## src/rtl/lram_arb_pkg.sv

```systemverilog
// Shared types for the local-RAM port arbiter: FSM states and the ram_sel owner encoding.
package lram_arb_pkg;

    typedef enum logic [1:0] {
        IDLE   = 2'd0,
        ACCESS = 2'd1,
        DONE   = 2'd2
    } state_t;

    typedef enum logic [1:0] {
        SEL_NONE = 2'd0,
        SEL_GPU  = 2'd1,
        SEL_MTX  = 2'd2,
        SEL_EXT  = 2'd3
    } sel_t;

endpackage

```

## src/rtl/lram_fair_cnt.sv

```systemverilog
// Saturating counter of internal grants made while an external request waits.
module lram_fair_cnt #(
    parameter int unsigned LIMIT = 4,
    parameter int unsigned W     = 3
) (
    input  logic clk,
    input  logic reset_n,
    input  logic inc,
    input  logic clr,
    output logic at_limit
);

    localparam logic [W-1:0] LIM = W'(LIMIT);

    logic [W-1:0] cnt_q;

    assign at_limit = (cnt_q == LIM);

    always_ff @(posedge clk or negedge reset_n) begin
        if (!reset_n) begin
            cnt_q <= '0;
        end else if (clr) begin
            cnt_q <= '0;
        end else if (inc && !at_limit) begin
            cnt_q <= cnt_q + W'(1);
        end
    end

endmodule

```

## src/rtl/lram_arb.sv

```systemverilog
// Local RAM port arbiter: mtx > gpu > ext with atomic lock on external grants.
// Define LRAM_ARB_FAIR_EN to force an ext grant after FAIR_LIMIT internal grants.
module lram_arb
    import lram_arb_pkg::*;
#(
    parameter int unsigned FAIR_LIMIT = 4,
    parameter int unsigned FAIR_W     = 3
) (
    input  logic       clk,
    input  logic       reset_n,
    input  logic       gpu_mreq,
    input  logic       mtx_mreq,
    input  logic       mtx_atomic,
    input  logic       ext_req,
    input  logic       ram_rdy,
    output logic       ram_cs,
    output logic [1:0] ram_sel,
    output logic       gpu_ack,
    output logic       mtx_ack,
    output logic       ext_ack,
    output logic       ext_wait,
    output logic       busy
);

    state_t state_q, state_d;
    sel_t   owner_q, owner_d;
    sel_t   pick;
    logic   ext_elig;
    logic   fair_force;

    assign ext_elig = ext_req & ~mtx_atomic;

`ifdef LRAM_ARB_FAIR_EN
    logic fair_inc;
    logic fair_clr;

    // Count only internal grants that actually overtook an eligible external request.
    assign fair_inc = (state_q == IDLE) && ext_elig &&
                      ((pick == SEL_MTX) || (pick == SEL_GPU));
    assign fair_clr = ~ext_req || ((state_q == IDLE) && (pick == SEL_EXT));

    lram_fair_cnt #(
        .LIMIT (FAIR_LIMIT),
        .W     (FAIR_W)
    ) u_fair_cnt (
        .clk      (clk),
        .reset_n  (reset_n),
        .inc      (fair_inc),
        .clr      (fair_clr),
        .at_limit (fair_force)
    );
`else
    assign fair_force = 1'b0;
`endif

    always_comb begin
        pick = SEL_NONE;
        if (ext_elig && fair_force) begin
            pick = SEL_EXT;
        end else if (mtx_mreq) begin
            pick = SEL_MTX;
        end else if (gpu_mreq) begin
            pick = SEL_GPU;
        end else if (ext_elig) begin
            pick = SEL_EXT;
        end
    end

    always_ff @(posedge clk or negedge reset_n) begin
        if (!reset_n) begin
            state_q <= IDLE;
            owner_q <= SEL_NONE;
        end else begin
            state_q <= state_d;
            owner_q <= owner_d;
        end
    end

    always_comb begin
        state_d = state_q;
        owner_d = owner_q;
        case (state_q)
            IDLE: begin
                if (pick != SEL_NONE) begin
                    state_d = ACCESS;
                    owner_d = pick;
                end
            end
            ACCESS: begin
                if (ram_rdy) begin
                    state_d = DONE;
                end
            end
            DONE: begin
                state_d = IDLE;
                owner_d = SEL_NONE;
            end
            default: begin
                state_d = IDLE;
                owner_d = SEL_NONE;
            end
        endcase
    end

    // Owner is kept through DONE so the ack can be decoded from registers alone.
    assign ram_cs   = (state_q == ACCESS);
    assign busy     = ram_cs;
    assign ram_sel  = ram_cs ? owner_q : SEL_NONE;
    assign gpu_ack  = (state_q == DONE) && (owner_q == SEL_GPU);
    assign mtx_ack  = (state_q == DONE) && (owner_q == SEL_MTX);
    assign ext_ack  = (state_q == DONE) && (owner_q == SEL_EXT);
    assign ext_wait = ext_req & ~(ram_cs && (owner_q == SEL_EXT)) & ~ext_ack;

endmodule

```

## config.mk

```make
export PLATFORM = sky130hd
export DESIGN_NAME = lram_arb
export DESIGN_NICKNAME = d
export VERILOG_FILES = /design/src/rtl/lram_arb_pkg.sv /design/src/rtl/lram_fair_cnt.sv /design/src/rtl/lram_arb.sv
export SDC_FILE = /design/constraint.sdc
export NUM_CORES = 1
export LEC_CHECK = 0
export BUFFER_PORTS_ARGS = -buffer_cell sky130_fd_sc_hd__buf_2
export CAP_MARGIN = 20
export CORE_AREA = 4 4 41 43
export CTS_CLUSTER_SIZE = 40
export DETAILED_ROUTE_END_ITERATION = 10
export DIE_AREA = 0 0 45 47
export GPL_TIMING_DRIVEN = 0
export SLEW_MARGIN = 40
export SYNTH_ARGS = -nofsm -noshare
export SYNTH_HDL_FRONTEND = slang
export SYNTH_HIERARCHICAL = 1
export SYNTH_SLANG_ARGS = --single-unit
```

## constraint.sdc

```tcl
create_clock -name clk -period 1.2 [get_ports clk]
set_clock_uncertainty 0.05 [all_clocks]
set_input_delay 0.18 -clock clk [delete_from_list [all_inputs] [get_ports clk]]
set_output_delay 0.18 -clock clk [all_outputs]
set_load 0.005 [all_outputs]
```

==> flow_summary_export.csv, run 1 <==
group,metric,value,unit
cells_and_area,diodes,0,
floorplan,core,1300,sq um
routing,vias_per_cell,4.42,
global_route,grt_busiest_layer,"met2",
floorplan,die-width,45,um
routing,wire_per_inst,11.2,um
cells_and_area,fin_util,0.351,
critical_path,worst_setup_path_start_kind,"flop",
routing,vias,292,
pwr,power_leakage,0.232,nW
synthesis,syn_area,244,sq um
global_route,use_met3,0.0345,
cells_and_area,drive_above_1_share,0.627,
cells_and_area,final_cell_mix,"14 x buf_2, 5 x buf_4, 4 x nor2_1",
global_route,grt_util_all_layers,0.0831,
global_route,antenna_found_initial,0,
routing,drc,0,
critical_path,crit_type,"reg2out",
timing,min_period,1.45,ns
status,status,"finished with violations",
placed_design,numPortBuffers,14,
pwr,power.total,783,uW
status,violations,"setup timing",
global_route,gr-usage-met2,0.138,
clock_tree,path_clk_slew,0.04,ns
critical_path,path_max_fanout,5,
floorplan,die-height,47,um
floorplan,placementRows,13,
worst_hold_path,hold_path_class,"in2reg",
run,cap_violations,0,
floorplan,io_pins,15,
clock_tree,cts_inserted_buffers,3,
timing,whs,0.103,ns
timing,setup_violations,8,
critical_path,rrSetupSlack,0.03,ns
synthesis,netlist_instances,27,
clock_tree,cts_tree,"yes",
placed_design,dp_hpwl,536,um
clock_tree,htreeDepth,1,
routing,drt_iter0_markers,3,
critical_path,end_kind,"output pin",
placed_design,post-place-ws,-0.109,ns
cells_and_area,areaGrowthSynthToFinish,87.2,%
routing,routed_wl,740,um
global_route,overflow,0,
timing,timing.final.ws_setup,-0.249,ns
synthesis,synth_warnings,6,
clock_tree,clockBufferDepth,2,
timing,period_share,1.21,
timing,rsz0062_at_grt,"true",
synthesis,ys_seq_elements,4,
clock_tree,clk_latency,0.24,ns
global_route,grt_start_max_net_pins,8,
pwr,p_per_area,1720,nW/um^2
cells_and_area,nNetsFinal,60,
synthesis,synth_cell_types,14,
routing,dr.pass1.iters,3,
timing,fmax,690,MHz
timing,finalHoldViolCount,0,
placed_design,place_congestion,0.745,
synthesis,seq_area_frac_synth,0.410,
timing,tightest_slew,0.315,ns
clock_tree,cts_root_buffer,"clkbuf_4",
floorplan,start_util,0.188,
global_route,grt_pass1_vias,291,
routing,ant_nets,0,
clock_tree,cts.sinks,4,
timing,slew_headroom,0.788,
timing,final_max_slew_viol_count,0,
cells_and_area,final_common_cell,"buf_2",
global_route,met1_usage,0.0801,
critical_path,arrival,1.22,ns
synthesis,postSynthAreaPerCell,9.04,sq um
floorplan,dieArea,2120,sq um
timing,setup_tns,-1.54,ns
synthesis,syn-num-nets,34,
critical_path,crit_required,0.97,ns
global_route,grt_pass1_wl,1190,um
pwr,ir_drop,0.580,mV
==> cell usage after synthesis, drive strengths merged <==
| cell | instances | area, sq um |
|---|---|---|
| and3 | 2 | 12.5 |
| a2111oi | 1 | 15.0 |
| a221oi | 2 | 17.5 |
| nand2 | 1 | 3.75 |
| inv | 2 | 7.51 |
| dfrtp | 4 | 100 |
| o211ai | 1 | 7.51 |
| buf | 1 | 7.51 |
| and2 | 3 | 18.8 |
| nor3 | 2 | 10.0 |
| nor2b | 3 | 23.8 |
| nor2 | 4 | 15.0 |
| o21ai | 1 | 5.00 |
==> per-stage QoR <==
stage          instances  cell area, sq um
6_report              66               457
5_1_grt               66               457
4_1_cts               66               435
3_5_place_dp          56               333
3_3_place_gp          56               333
2_1_floorplan         27               244
==> repair_timing <==
item / in CTS / in global routing
resized for setup: 7 / 4
setup buffers: 6 / 1
hold endpoints to repair: 4 / 0
pin swaps: 3 / 3
hold buffers: 1 / 0
setup endpoints to repair: 8 / 10
==> state kept, by name (all words and copies together), names as in the netlist <==
signal / cells
owner_q: 2
state_q: 2
==> where the power goes <==
part | switching (mW) | internal (mW) | leakage [nW]
combinational | 0.149 | 0.214 | 0.171
sequential | 0.0668 | 0.182 | 0.0473
clock | 0.0597 | 0.112 | 0.0138
==> cells by family (layout without fill, tap and decap cells) <==
kind of cell | after synthesis | in the layout | synth area share
buf+inv | 3 | 27 | 0.0616
compound gates | 5 | 5 | 0.185
flops | 4 | 4 | 0.410
simple gates | 15 | 15 | 0.344
==> critical path, cell delays in order (launching register included) <==
cell	delay (ns)
dfrtp_2	0.44
nor2b_4	0.15
buf_4	0.13
and2_1	0.14
buf_2	0.12
==> final timing paths <==
check / startpoint / end / cells after the start
worst max-delay path: state_q[0] / ram_sel[1] / 4
worst min-delay path: ram_rdy / state_q[0] / 2
worst max register to register: state_q[1] / owner_q[1] / 4
worst min register to register: state_q[1] / state_q[0] / 1
max in group asynchronous: reset_n / state_q[1] / 2
min in group asynchronous: reset_n / owner_q[0] / 2
==> metal layers <==
| layer | wire length, um | share of wire |
|---|---|---|
| met1 | 332 | 0.45 |
| met2 | 350 | 0.47 |
| met3 | 57 | 0.077 |
| met4 | 0 | 0 |
| met5 | 0 | 0 |
==> cell type report <==
cell class / instances / area (sq um)
inverter: 2 / 7.51
multi-input combinational: 20 / 165
clock buffer: 3 / 22.5
timing repair buffer: 21 / 133
fill: 147 / 845
sequential: 4 / 103
buffer: 1 / 7.51
tap: 15 / 18.8
(Power assumes the default switching activity.)
==> inputs of run 2 (changes only) <==
Settings changed: BUFFER_PORTS_ARGS -buffer_cell sky130_fd_sc_hd__buf_2 to -buffer_cell sky130_fd_sc_hd__clkbuf_2, SLEW_MARGIN 40 to 20.
==> flow_summary_export.csv, run 2 (synthesis gave the netlist of run 1 again) <==
group,metric,value,unit
status,status,"finished with violations",
status,violations,"setup timing",
pwr,p_per_area,1710,nW/um^2
timing,fmax,694,MHz
clock_tree,cts_inserted_buffers,3,
timing,slew_headroom,0.804,
pwr,pwr-share-clk,0.200,
routing,met1Wirelength,279,um
placed_design,place_congestion,0.747,
global_route,overflow,0,
global_route,antenna_found_initial,0,
floorplan,core,1300,sq um
pwr,seqPwrFrac,0.317,
cells_and_area,top_regs,"owner_q: 2 flops, state_q: 2 flops",
clock_tree,clk_latency,0.23,ns
run,cap_violations,0,
clock_tree,htreeDepth,1,
timing,final_max_slew_viol_count,0,
critical_path,crit_type,"reg2out",
timing,period_share,1.20,
placed_design,numPortBuffers,14,
global_route,grt_start_max_net_pins,8,
pwr,ir_drop,0.786,mV
floorplan,dieArea,2120,sq um
routing,wl_met3,60,um
cells_and_area,fin_cells,64,
timing,whs,0.112,ns
cells_and_area,diodes,0,
placed_design,placed_cells,56,
global_route,grt_pass1_wl,1100,um
pwr,power_leakage,0.224,nW
routing,drc,0,
clock_tree,cts_root_buffer,"clkbuf_4",
cells_and_area,areaGrowthSynthToFinish,87.2,%
global_route,grt_pass1_vias,271,
pwr,switchingPower,255,uW
routing,wire_per_inst,11.0,um
pwr,power.internal,526,uW
cells_and_area,drive_above_1_share,0.612,
clock_tree,clockBufferDepth,2,
routing,dr.pass1.iters,2,
floorplan,start_util,0.188,
pwr,switching_share,0.327,
placed_design,placed_area,333,sq um
routing,vias,286,
cells_and_area,fin_area,457,sq um
floorplan,die-width,45,um
routing,drt_iter0_markers,4,
timing,rsz0062_at_grt,"true",
timing,setup_tns,-1.32,ns
routing,wl_met2,365,um
clock_tree,cts_tree,"yes",
routing,top_layer_used,"met3",
floorplan,die-height,47,um
critical_path,path_max_fanout,4,
timing,tightest_slew,0.294,ns
critical_path,arrival,1.21,ns
cells_and_area,nNetsFinal,58,
routing,routed_wl,704,um
placed_design,dp_hpwl,497,um
global_route,grt_util_all_layers,0.0745,
clock_tree,path_clk_slew,0.03,ns
critical_path,worst_setup_path_start_kind,"flop",
worst_hold_path,hold_path_class,"in2reg",
timing,finalHoldViolCount,0,
floorplan,io_pins,15,
routing,ant_nets,0,
critical_path,crit_required,0.97,ns
critical_path,end_kind,"output pin",
cells_and_area,final_cell_mix,"8 x clkbuf_2, 7 x buf_6, 4 x nor2_1",
clock_tree,cts.sinks,4,
timing,setup_violations,8,
routing,vias_per_cell,4.47,
pwr,pwr-share-comb,0.483,
placed_design,post-place-ws,-0.0948,ns
timing,min_period,1.44,ns
cells_and_area,final_common_cell,"clkbuf_2",
floorplan,placementRows,13,
timing,timing.final.ws_setup,-0.241,ns
==> run 2: what timing repair did <==
action | in CTS | in global routing
endpoints found under the hold margin | 4 | 0
buffers inserted | 3 | 1
resized for setup | 7 | 9
endpoints found under the setup margin | 8 | 9
hold buffers | 1 | 0
pin swaps | 3 | 3
==> run 2: metal layers <==
metal  up-vias  track usage
met5         -            0
met1       132       0.0780
met2        11        0.124
li1        143            -
met4         0            0
met3         0       0.0613
==> run 2: cell type report <==
type                       instances  area, sq um
fill                             151          845
multi-input combinational         20          151
timing repair buffer              19          143
sequential                         4          103
clock buffer                       3         22.5
tap                               15         18.8
buffer                             1         11.3
inverter                           2         7.51
==> run 2: through the flow <==
| step | util | total power [mW] |
|---|---|---|
| after floorplan | - | 0.371 |
| after global placement | 0.256 | 0.461 |
| after detailed placement | 0.256 | 0.469 |
| after CTS | 0.317 | 0.712 |
| after global routing | 0.351 | 0.853 |
| final | 0.351 | 0.781 |
==> run 2: final timing paths <==
check                           slack (ns)    endpoint       start  depth (start not counted)
worst max-delay path                 -0.24    ext_wait  state_q[1]                          4
worst min-delay path                  0.11  state_q[0]     ram_rdy                          2
worst max register to register        0.09  owner_q[1]  state_q[1]                          2
worst min register to register        0.51  state_q[0]  state_q[0]                          1
max in group asynchronous             0.73  state_q[1]     reset_n                          2
min in group asynchronous             0.24  state_q[0]     reset_n                          2
==> run 2: power by group through the flow <==
stage | Clock, mW | Sequential (mW) | Combinational, mW
floorplan | 0 | 0.224 | 0.146
global placement | 0 | 0.238 | 0.224
detailed placement | 0 | 0.239 | 0.230
CTS | 0.166 | 0.246 | 0.299
global route | 0.180 | 0.261 | 0.413
finish | 0.156 | 0.247 | 0.377
==> run 2: worst max-delay path, stage by stage (launching register included) <==
cell and delay [ns]:
dfrtp_2 0.44, nor2b_4 0.15, o211ai_1 0.16, and2_1 0.14
clkbuf_2 0.10
==> inputs of run 3 (changes only) <==
Settings changed: PLACE_DENSITY_LB_ADDON from default to 0.1.
==> flow_summary_export.csv, run 3 (synthesis gave the netlist of run 1 again) <==
group,metric,value,unit
pwr,ir_drop,0.552,mV
pwr,power.internal,475,uW
cells_and_area,drive_above_1_share,0.612,
global_route,grt_pass1_vias,295,
cells_and_area,fin_area,433,sq um
clock_tree,clockBufferDepth,2,
pwr,pwr-share-clk,0.223,
floorplan,die-height,47,um
timing,min_period,1.43,ns
timing,rsz0062_at_grt,"true",
timing,slew_headroom,0.779,
clock_tree,cts.sinks,4,
pwr,switchingPower,262,uW
floorplan,io_pins,15,
floorplan,placementRows,13,
critical_path,r2r-start,"state_q[0]",
clock_tree,cts_tree,"yes",
critical_path,crit_type,"reg2out",
worst_hold_path,min_from,"ram_rdy",
routing,routed_wl,739,um
global_route,antenna_found_initial,0,
global_route,overflow,0,
clock_tree,cts_inserted_buffers,3,
cells_and_area,final_cell_mix,"11 x clkbuf_2, 4 x nor2_1, 4 x buf_4",
timing,finalHoldViolCount,0,
clock_tree,cts_root_buffer,"clkbuf_4",
status,status,"finished with violations",
pwr,p_per_area,1700,nW/um^2
pwr,switching_share,0.356,
pwr,power.total,737,uW
critical_path,worst_setup_path_start_kind,"flop",
worst_hold_path,hold_path_class,"in2reg",
routing,drt_iter0_markers,5,
placed_design,place_congestion,0.688,
floorplan,die-width,45,um
timing,period_share,1.19,
cells_and_area,fin_util,0.333,
timing,setup_violations,8,
floorplan,dieArea,2120,sq um
routing,wire_per_inst,11.5,um
critical_path,arrival,1.20,ns
status,violations,"setup timing",
routing,ant_nets,0,
cells_and_area,multiInputGateArea,155,sq um
routing,vias,300,
pwr,pwr-share-comb,0.452,
routing,drc,0,
clock_tree,htreeDepth,1,
cells_and_area,areaGrowthSynthToFinish,77.4,%
routing,dr.pass1.iters,2,
placed_design,dp_hpwl,561,um
critical_path,crit_required,0.97,ns
floorplan,start_util,0.188,
timing,final_max_slew_viol_count,0,
cells_and_area,diodes,0,
timing,setup_tns,-1.16,ns
cells_and_area,nNetsFinal,58,
timing,tightest_slew,0.331,ns
placed_design,numPortBuffers,14,
placed_design,post-place-ws,-0.0880,ns
critical_path,end_kind,"output pin",
pwr,seqPwrFrac,0.325,
cells_and_area,fin_cells,64,
cells_and_area,fillers,143,
routing,vias_per_cell,4.69,
cells_and_area,final-seq-area,101,sq um
timing,whs,0.104,ns
critical_path,r2r_cells,4,
placed_design,placed_cells,56,
timing,timing.final.ws_setup,-0.231,ns
cells_and_area,top_regs,"owner_q: 2 flops, state_q: 2 flops",
global_route,grt_pass1_wl,1170,um
timing,fmax,699,MHz
cells_and_area,final_common_cell,"clkbuf_2",
worst_hold_path,worstHoldPathCells,2,
critical_path,worst_r2r_endpoint,"owner_q[1]",
pwr,power_leakage,0.217,nW
global_route,grt_start_max_net_pins,8,
worst_hold_path,min_to,"state_q[0]",
run,cap_violations,0,
critical_path,rrSetupSlack,0.03,ns
clock_tree,clk_latency,0.23,ns
global_route,grt_util_all_layers,0.0792,
critical_path,path_max_fanout,4,
floorplan,core,1300,sq um
placed_design,placed_area,333,sq um
clock_tree,path_clk_slew,0.04,ns
==> run 3: what timing repair did <==
item,4_1_cts,5_1_grt
setup buffers,4,0
pin swaps,4,1
hold buffers,1,0
endpoints found under the hold margin,4,0
resized for setup,6,5
endpoints found under the setup margin,8,10
==> run 3: power groups by stage <==
stage / sequential [mW] / clock [mW] / combinational [mW]
6_report: 0.239 / 0.164 / 0.333
3_3_place_gp: 0.242 / 0 / 0.233
3_5_place_dp: 0.241 / 0 / 0.235
4_1_cts: 0.239 / 0.167 / 0.316
5_1_grt: 0.247 / 0.174 / 0.371
2_1_floorplan: 0.224 / 0 / 0.146
==> run 3: area by class of cell <==
type,count,area share
buffer,1,0.0173
tap,15,0.0434
multi-input combinational,20,0.358
sequential,4,0.234
clock buffer,3,0.0520
timing repair buffer,19,0.277
inverter,2,0.0173
==> run 3: layer usage <==
metal  track usage  wire (um)  vias to the layer above  part of all wire
met1        0.0757        252                      144              0.34
met2         0.141        409                       11              0.55
met3        0.0192         58                        4             0.078
met5             0          0                        -                 0
met4        0.0702         18                        0             0.024
li1              -          -                      141                 -
==> run 3: worst max path at each step <==
stage | to | from | slack [ns] | cells after the start
detailed placement | ext_wait | state_q[1] | -0.09 | 4
global route | ext_wait | state_q[0] | -0.29 | 4
global placement | ext_wait | state_q[0] | -0.09 | 4
finish | ext_wait | state_q[0] | -0.23 | 4
floorplan | ext_wait | state_q[0] | 0.09 | 3
CTS | ext_wait | state_q[0] | -0.25 | 4
==> run 3: worst max-delay path, cell delays in order (launching register included) <==
cell,delay [ns]
dfrtp_1,0.41
nor2b_4,0.15
o211ai_1,0.16
and2_1,0.14
clkbuf_2,0.10
